**src/rtl/lsu_ctrl_pkg.sv**
```systemverilog
// Shared constants, payload types and request checks for the load/store unit.
package lsu_ctrl_pkg;

  localparam int unsigned DATA_W = 32;
  localparam int unsigned STRB_W = DATA_W / 8;
  localparam int unsigned CNT_W  = 3;

  // RV32 funct3 encodings for loads and stores
  localparam logic [2:0] F3_B  = 3'b000;
  localparam logic [2:0] F3_H  = 3'b001;
  localparam logic [2:0] F3_W  = 3'b010;
  localparam logic [2:0] F3_BU = 3'b100;
  localparam logic [2:0] F3_HU = 3'b101;

  localparam logic [1:0] ST_IDLE   = 2'd0;
  localparam logic [1:0] ST_ACCESS = 2'd1;
  localparam logic [1:0] ST_WAIT   = 2'd2;
  localparam logic [1:0] ST_RESP   = 2'd3;

  localparam logic [STRB_W-1:0] STRB_NONE = 4'b0000;
  localparam logic [STRB_W-1:0] STRB_B0   = 4'b0001;
  localparam logic [STRB_W-1:0] STRB_LO   = 4'b0011;
  localparam logic [STRB_W-1:0] STRB_HI   = 4'b1100;
  localparam logic [STRB_W-1:0] STRB_ALL  = 4'b1111;

  typedef struct packed {
    logic [STRB_W-1:0] strb;
    logic [DATA_W-1:0] data;
  } dmem_wr_t;

  // Illegal funct3 for the direction, or address not aligned to the access size
  function automatic logic req_err(input logic we, input logic [2:0] funct3,
                                   input logic [1:0] lane);
    logic bad_f3;
    logic misalign;
    bad_f3   = we ? (funct3 >= 3'b011) : ((funct3 == 3'b011) || (funct3[2:1] == 2'b11));
    misalign = ((funct3[1:0] == 2'b01) && lane[0]) ||
               ((funct3[1:0] == 2'b10) && (lane != 2'b00));
    return bad_f3 | misalign;
  endfunction

endpackage

```
**src/rtl/lsu_align.sv**
```systemverilog
// Store strobe/lane replication and load lane extract/extend; purely combinational.
module lsu_align
  import lsu_ctrl_pkg::*;
(
  input  logic [2:0]        funct3,
  input  logic [1:0]        lane,
  input  logic [DATA_W-1:0] wdata,
  input  logic [DATA_W-1:0] rdata,
  output dmem_wr_t          wr_c,
  output logic [DATA_W-1:0] rdata_c
);

  logic [4:0]        sh_amt;
  logic [DATA_W-1:0] shifted;

  assign sh_amt  = {lane, 3'b000};
  assign shifted = rdata >> sh_amt;

  always_comb begin
    wr_c.strb = STRB_NONE;
    wr_c.data = wdata;
    case (funct3[1:0])
      2'b00: begin
        wr_c.strb = STRB_B0 << lane;
        wr_c.data = {4{wdata[7:0]}};
      end
      2'b01: begin
        wr_c.strb = lane[1] ? STRB_HI : STRB_LO;
        wr_c.data = {2{wdata[15:0]}};
      end
      2'b10:   wr_c.strb = STRB_ALL;
      default: wr_c.strb = STRB_NONE;
    endcase
  end

  always_comb begin
    rdata_c = '0;
    case (funct3)
      F3_B:    rdata_c = {{24{shifted[7]}}, shifted[7:0]};
      F3_H:    rdata_c = {{16{shifted[15]}}, shifted[15:0]};
      F3_W:    rdata_c = rdata;
      F3_BU:   rdata_c = {24'h0, shifted[7:0]};
      F3_HU:   rdata_c = {16'h0, shifted[15:0]};
      default: rdata_c = '0;
    endcase
  end

endmodule

```
**src/rtl/lsu_ctrl.sv**
```systemverilog
// Load/store unit: accepts one request, drives data_mem, returns a one-cycle response.
module lsu_ctrl
  import lsu_ctrl_pkg::*;
#(
  parameter int unsigned ADDR_W   = 32,
  parameter int unsigned DMEM_LAT = 1
) (
  input  logic              clk,
  input  logic              rst,
  input  logic              req_valid_i,
  output logic              req_ready_o,
  input  logic              req_we_i,
  input  logic [2:0]        req_funct3_i,
  input  logic [ADDR_W-1:0] req_addr_i,
  input  logic [DATA_W-1:0] req_wdata_i,
  output logic              rsp_valid_o,
  output logic [DATA_W-1:0] rsp_rdata_o,
  output logic              rsp_err_o,
  output logic [ADDR_W-1:0] addr_dmem_o,
  output logic [DATA_W-1:0] wr_data_dmem_o,
  output logic [STRB_W-1:0] wr_strb_dmem_o,
  output logic              wr_en_dmem_o,
  input  logic [DATA_W-1:0] rd_data_dmem_i
);

  logic [1:0]        state_q, state_d;
  logic              we_q, we_d;
  logic [2:0]        f3_q, f3_d;
  logic [1:0]        lane_q, lane_d;
  logic [CNT_W-1:0]  cnt_q, cnt_d;
  logic              ready_d;
  logic [ADDR_W-1:0] addr_dmem_d;
  logic [DATA_W-1:0] wr_data_d;
  logic [STRB_W-1:0] wr_strb_d;
  logic              wr_en_d;
  logic              rsp_valid_d;
  logic [DATA_W-1:0] rsp_rdata_d;
  logic              rsp_err_d;

  logic [2:0]        al_f3;
  logic [1:0]        al_lane;
  dmem_wr_t          al_wr;
  logic [DATA_W-1:0] al_rdata;

  // In IDLE the aligner sees the incoming request so dmem outputs register at accept
  assign al_f3   = (state_q == ST_IDLE) ? req_funct3_i : f3_q;
  assign al_lane = (state_q == ST_IDLE) ? req_addr_i[1:0] : lane_q;

  lsu_align u_align (
    .funct3  (al_f3),
    .lane    (al_lane),
    .wdata   (req_wdata_i),
    .rdata   (rd_data_dmem_i),
    .wr_c    (al_wr),
    .rdata_c (al_rdata)
  );

  always_ff @(posedge clk or negedge rst) begin
    if (!rst) begin
      state_q        <= ST_IDLE;
      we_q           <= 1'b0;
      f3_q           <= 3'b000;
      lane_q         <= 2'b00;
      cnt_q          <= '0;
      req_ready_o    <= 1'b0;
      addr_dmem_o    <= '0;
      wr_data_dmem_o <= '0;
      wr_strb_dmem_o <= STRB_NONE;
      wr_en_dmem_o   <= 1'b0;
      rsp_valid_o    <= 1'b0;
      rsp_rdata_o    <= '0;
      rsp_err_o      <= 1'b0;
    end else begin
      state_q        <= state_d;
      we_q           <= we_d;
      f3_q           <= f3_d;
      lane_q         <= lane_d;
      cnt_q          <= cnt_d;
      req_ready_o    <= ready_d;
      addr_dmem_o    <= addr_dmem_d;
      wr_data_dmem_o <= wr_data_d;
      wr_strb_dmem_o <= wr_strb_d;
      wr_en_dmem_o   <= wr_en_d;
      rsp_valid_o    <= rsp_valid_d;
      rsp_rdata_o    <= rsp_rdata_d;
      rsp_err_o      <= rsp_err_d;
    end
  end

  always_comb begin
    state_d     = state_q;
    we_d        = we_q;
    f3_d        = f3_q;
    lane_d      = lane_q;
    cnt_d       = cnt_q;
    addr_dmem_d = addr_dmem_o;
    wr_data_d   = wr_data_dmem_o;
    wr_strb_d   = STRB_NONE;
    wr_en_d     = 1'b0;
    rsp_valid_d = 1'b0;
    rsp_rdata_d = '0;
    rsp_err_d   = 1'b0;

    case (state_q)
      ST_IDLE: begin
        if (req_valid_i && req_ready_o) begin
          we_d   = req_we_i;
          f3_d   = req_funct3_i;
          lane_d = req_addr_i[1:0];
          if (req_err(req_we_i, req_funct3_i, req_addr_i[1:0])) begin
            state_d     = ST_RESP;
            rsp_valid_d = 1'b1;
            rsp_err_d   = 1'b1;
          end else begin
            state_d     = ST_ACCESS;
            addr_dmem_d = {req_addr_i[ADDR_W-1:2], 2'b00};
            wr_en_d     = req_we_i;
            if (req_we_i) begin
              wr_data_d = al_wr.data;
              wr_strb_d = al_wr.strb;
            end
          end
        end
      end
      ST_ACCESS: begin
        if (we_q) begin
          state_d     = ST_RESP;
          rsp_valid_d = 1'b1;
        end else begin
          state_d = ST_WAIT;
          cnt_d   = CNT_W'(DMEM_LAT);
        end
      end
      ST_WAIT: begin
        cnt_d = cnt_q - CNT_W'(1);
        // Read word is valid in the last wait cycle
        if (cnt_q <= CNT_W'(1)) begin
          state_d     = ST_RESP;
          rsp_valid_d = 1'b1;
          rsp_rdata_d = al_rdata;
        end
      end
      default: state_d = ST_IDLE;
    endcase

    ready_d = (state_d == ST_IDLE);
  end

endmodule

```
**config.mk**
```make
export PLATFORM = sky130hd
export DESIGN_NAME = lsu_ctrl
export DESIGN_NICKNAME = d
export VERILOG_FILES = /design/src/rtl/lsu_ctrl_pkg.sv /design/src/rtl/lsu_align.sv /design/src/rtl/lsu_ctrl.sv
export SDC_FILE = /design/constraint.sdc
export NUM_CORES = 1
export LEC_CHECK = 0
export BUFFER_PORTS_ARGS = -buffer_cell sky130_fd_sc_hd__buf_2
export CAP_MARGIN = 30
export CORE_MARGIN = 8
export CORE_UTILIZATION = 45
export DETAILED_ROUTE_END_ITERATION = 10
export PLACE_DENSITY = 0.82
export SYNTH_ARGS = -nofsm -noshare
export SYNTH_HDL_FRONTEND = slang
export SYNTH_SLANG_ARGS = --single-unit
```
**constraint.sdc**
```tcl
create_clock -name clk -period 4.6 [get_ports clk]
set_input_delay 0.23 -clock clk [delete_from_list [all_inputs] [get_ports clk]]
set_output_delay 0.23 -clock clk [all_outputs]
set_load 0.01 [all_outputs]
```
**Yosys cells after proc, flatten, opt, wreduce, memory -nomap -nowiden**

Cells that the tools add are included.

- Latch bits: 0
- ROM bits: 0
- Memory bits (writable): 0
- Input port bits: 103
- Register bits after elaboration: 113
- Word-level logic and storage cells: 77
- Output and inout port bits: 104
- Memories kept: 0

- $add $sub $neg: 1
- Bitwise gates (word level): 2
- Shift operators: 2
- Multiply operators: 0
- Reductions and logical operators: 15
- Divide/modulo/power cells: 0
- Order comparisons: 2
- Mux-type cells: 29
- Eq/ne operators: 13

Operator list:

| operator | count |
|---|---|
| $pmux W32 S5 | 1 |
| $mux W32 | 2 |
| $pmux W32 S2 | 1 |
| $shr A32 B5 Y16 | 1 |
| $mux W4 | 5 |
| $pmux W4 S3 | 1 |
| $mux W1 | 10 |
| $eq A2 B2 Y1 const B | 4 |
| $mux W2 | 4 |
| $eq A2 B1 Y1 const B | 3 |
| $eq A3 B2 Y1 const B | 2 |
| $eq A3 B3 Y1 const B | 2 |
| $logic_not A2 Y1 | 3 |
| $mux W3 | 2 |
| $pmux W2 S3 | 1 |
| $pmux W3 S2 | 1 |
| $reduce_and A2 Y1 | 2 |
| $reduce_and A4 Y1 | 1 |
| $reduce_bool A2 Y1 | 2 |
| $shl A1 B2 Y4 const A | 1 |
| $eq A3 B1 Y1 const B | 1 |
| $ge A3 B2 Y1 const B | 1 |
| $le A3 B1 Y1 const B | 1 |
| $logic_and A1 B1 Y1 | 3 |
| 8 further kinds | 9 |

**Logic depth before layout (Yosys ltp)**

- Depth after elaboration: 8
- Depth in mapped cells: 10

**Cells and area by module**

Synthesis repeated with hierarchy kept, for this count alone.

- Cells, all modules: 437
- Area total of the unflattened synthesis: 5430.2 um^2

By module, submodules not included:

| module | instances | area an instance (um^2) | cells an instance | seq. area each (um^2) |
|---|---|---|---|---|
| lsu_ctrl | 1 | 4251.6 | 277 | 2827.7 |
| lsu_align | 1 | 1178.6 | 160 | 0.0 |

**Least setup slack after synthesis**

OpenSTA, ideal clock, no wires.

- Path kind: reg2reg
- Start point: register state_q[0]
- End point: register wr_data_dmem_o[1]
- Data required time: 4.475 ns
- Cell stages (with the launch flop): 9
- Arrival: 1.958 ns
- Clock period less this slack: 2.083 ns
- Setup time: 0.125 ns
- Setup slack: 2.517 ns
- Cell sequence: dfrtp_1 inv_1 ha_1 buf_4 buf_6 and3_1 o211ai_1 buf_2 mux2_2

- Cells in the longest elaborated chain, start to end: 2

RTL lines:

| element | line | text |
|---|---|---|
| start: declaration | lsu_ctrl.sv:26 | `logic [1:0] state_q, state_d;` |
| start signal: assignment | lsu_ctrl.sv:74 | `state_q <= state_d;` |
| $logic_not A2 Y1 | lsu_ctrl.sv:104 | `case (state_q)` |
| $reduce_and A4 Y1 (no source line) | -- |  |
| end signal: assignment | lsu_ctrl.sv:81 | `wr_data_dmem_o <= wr_data_d;` |
| end: declaration | lsu_ctrl.sv:20 | `output logic [DATA_W-1:0] wr_data_dmem_o,` |

No other way between the ends.
A chain may end at the register's enable or synchronous reset.

**Worst setup path in the final report**

- Start point: register state_q[0]
- End point: register rsp_rdata_o[2]

- Cells in the longest elaborated chain, start to end: 6
- Elaborated cells on any way between the ends: 13
- Classes of those cells: eq/ne: 5; shift: 1; mux: 5; reduce/logical: 2

RTL lines:

| element | line | text |
|---|---|---|
| $logic_not A2 Y1 | lsu_ctrl.sv:46, lsu_ctrl.sv:47 |  |
| $mux W2 / $mux W3 (equally long branches) | lsu_ctrl.sv:47, lsu_ctrl.sv:46 |  |
| $shr A32 B5 Y16, or another cell as far along | lsu_align.sv:17 | `assign shifted = rdata >> sh_amt;` |
| $pmux W32 S5 | lsu_align.sv:38 | `case (funct3)` |
| $mux W32 | lsu_ctrl.sv:137 | `if (cnt_q <= CNT_W'(1)) begin` |
| $mux W32 * | lsu_ctrl.sv:104 |  |
| via rsp_rdata_d[2] | lsu_ctrl.sv:37 | `logic [DATA_W-1:0] rsp_rdata_d;` |
| end signal: assignment | lsu_ctrl.sv:85 | `rsp_rdata_o <= rsp_rdata_d;` |
| end: declaration | lsu_ctrl.sv:17 | `output logic [DATA_W-1:0] rsp_rdata_o,` |

Mark *: on every way through the listed nets, which the timed path passes. The rest lies on a longest branch.

==> results.ini <==
[placed_design]
io_buffer_count = 204
dp_hpwl_um = 11700
gp_congestion = 0.968
dpl_worst_slack_ns = 1.92

[detailed_routing]
drt_iter0_markers = 294
wl_per_cell_um = 18.6
via_per_inst = 5.52
num_vias = 4581
wl_um = 15500
drc_errors = 0
antenna_left = 0
dr.pass1.iters = 8

[critical_path]
rr_endpoint = rsp_rdata_o[2]
crit_path_end_kind = register
cp-startpoint = state_q[0]
r2r_start = state_q[0]
cp.required_ns = 4.92
cp_max_fo = 29
cp-start-kind = register
worstRegToRegCells = 7
rrSetupSlack_ns = 1.83
crit_arrival_ns = 3.09
cp-endpoint = rsp_rdata_o[2]
critPathKind = register to register

[die]
die_y_um = 125
core.rowCount = 40
dieArea_um2 = 15700
fp.dieW_um = 125
coreArea_um2 = 11800
io_pins = 207
initial_core_util = 0.455

[synthesis]
yosys_warnings = 0
ys_types = 55
netlist_area_um2 = 5370
synth_cells = 468
ys_ff_latch = 113
postSynthAreaPerCell_um2 = 11.5
seq_area_frac_synth = 0.526
ys.flop_type = dfrtp_1
synth_commonest_cells = dfrtp_1, nand2_1, mux2_2
yosys-top-cells-area = dfrtp_1, mux2_2, mux2i_1
synth.most_common_cell = dfrtp_1
yosysTopAreaCell = dfrtp_1
synth_edf_count = 0
synth_top_area_share = 0.526
async_reset_ff_frac = 1.00

[power]
p_leak_nw = 3.80
power_density_nw_per_um2 = 676
vdd_drop_max_mv = 0.281

[cts]
cts_buffer_depth = 2
path_clk_slew_ns = 0.05
cts_tree = done
cts_buffers = 17
h-tree-depth = 4
root_buffer = clkbuf_16
insertion_delay_ns = 0.41
post-cts-setup-buffers = 0
clock_sinks = 113

[grt]
grt_pass1_wl_um = 25000
antenna_found_initial = 2
grt_max_degree = 62
grt_pass1_vias = 4899
overflow = 0
grt_use_total = 0.196

[sta]
final.setup.worst_slack_ns = 1.83
drv_slew = 0
final.period_utilization = 0.603
fin_crit_ns = 2.77
hold_violations = 0
rsz0062_at_grt = no
setup_viol_count_final = 0
worst_slew_pin_slew_ns = 0.878
slew_headroom = 0.403
skew_ns = 0.0163
finalSetupTns_ns = 0
fmax_mhz = 361

[status]
status = completed

[finish]
nets = 779
areaGrowthSynthToFinish_pct = 31.2
final_layout_size_suffix_gt1_frac = 0.428

[worst_hold_path]
min_path_cells = 2
hp-class = input port to register

[run]
maxCapViolations = 0

how the worst min path moves through the flow:
stage                    from              end
2_1_floorplan             rst  addr_dmem_o[10]
3_3_place_gp              rst  rsp_rdata_o[29]
3_5_place_dp              rst  rsp_rdata_o[26]
4_1_cts        req_addr_i[24]  addr_dmem_o[24]
5_1_grt        req_addr_i[31]  addr_dmem_o[31]
6_report       req_addr_i[24]  addr_dmem_o[24]
layout by cell type, fill, tap and decap left out, types with 8 or more instances in the layout:
cell type  Yosys  final
a211oi_1      10     10
a21o_1         9      9
a21oi_1        9      9
a22oi_1        8      8
a32oi_1        9      9
buf_2         11    203
clkbuf_16      0     17
dfrtp_1      113    113
mux2_2        43     43
mux2i_1       36     35
nand2_1       50     50
nand3_1       24     24
nor2_1        16     16
o21ai_0       19     19
flip-flops by register name, indices dropped and copies added (netlist names):
| register | cells |
|---|---|
| f3_q | 3 |
| req_ready_o | 1 |
| rsp_rdata_o | 32 |
| cnt_q | 3 |
| wr_data_dmem_o | 32 |
| state_q | 2 |
| rsp_valid_o | 1 |
| lane_q | 2 |
| addr_dmem_o | 30 |
| wr_en_dmem_o | 1 |
| wr_strb_dmem_o | 4 |
| we_q | 1 |
| rsp_err_o | 1 |
metrics by stage:
stage          power, mW  instances   util  hold slack [ns]  instance area, um2
2_1_floorplan       2.87        469      -          -0.0656                5380
3_3_place_gp        3.48        797  0.549            0.319                6480
3_5_place_dp        3.56        797  0.549            0.333                6480
4_1_cts             4.80        829  0.597           0.0371                7050
5_1_grt             5.06        830  0.597           0.0467                7050
6_report            4.76        830  0.597           0.0583                7050
cell type report:
class,instances,area (um2)
inverter,7,26.3
sequential,113,2830
tap,147,184
clock buffer,26,499
multi-input combinational,321,2380
fill,938,4760
clock inverter,5,52.6
antenna,1,2.50
timing repair buffer,210,1070
worst max-delay path, cell delays in order, from the launching register on:
cell     delay [ns]
dfrtp_1        0.42
inv_1          0.11
ha_1           0.15
buf_4          0.31
mux2i_2        0.80
mux2i_1        0.27
or3_1          0.40
a22oi_1        0.21
layer usage:
layer	GRT usage	part of all wire	vias up
met2	0.302	0.45	267
li1	-	-	2114
met3	0.0846	0.11	38
met4	0.108	0.031	2
met5	0	0.00052	-
met1	0.227	0.41	2160
logic make-up (layout without fill, tap and decap cells):
kind of cell | Yosys count | count (layout) | share of synthesized area
other cells | 1 | 3 | 0.000698
mux | 83 | 83 | 0.168
buf+inv | 35 | 248 | 0.0333
flops | 113 | 113 | 0.526
fa+ha+maj | 6 | 6 | 0.0140
compound gates | 104 | 104 | 0.140
simple gates | 126 | 126 | 0.117
report_power, final:
part           internal, mW  total, mW  switching [mW]
sequential             1.38       1.61           0.232
clock                 0.793       1.21           0.417
combinational         0.857       1.95            1.09
repair_timing:
action	CTS	global route
endpoints found under the hold margin	56	0
gates resized for setup	0	0
hold buffers	1	0
setup endpoints to repair	0	0
Note: power is estimated with default switching activity, not from simulation.
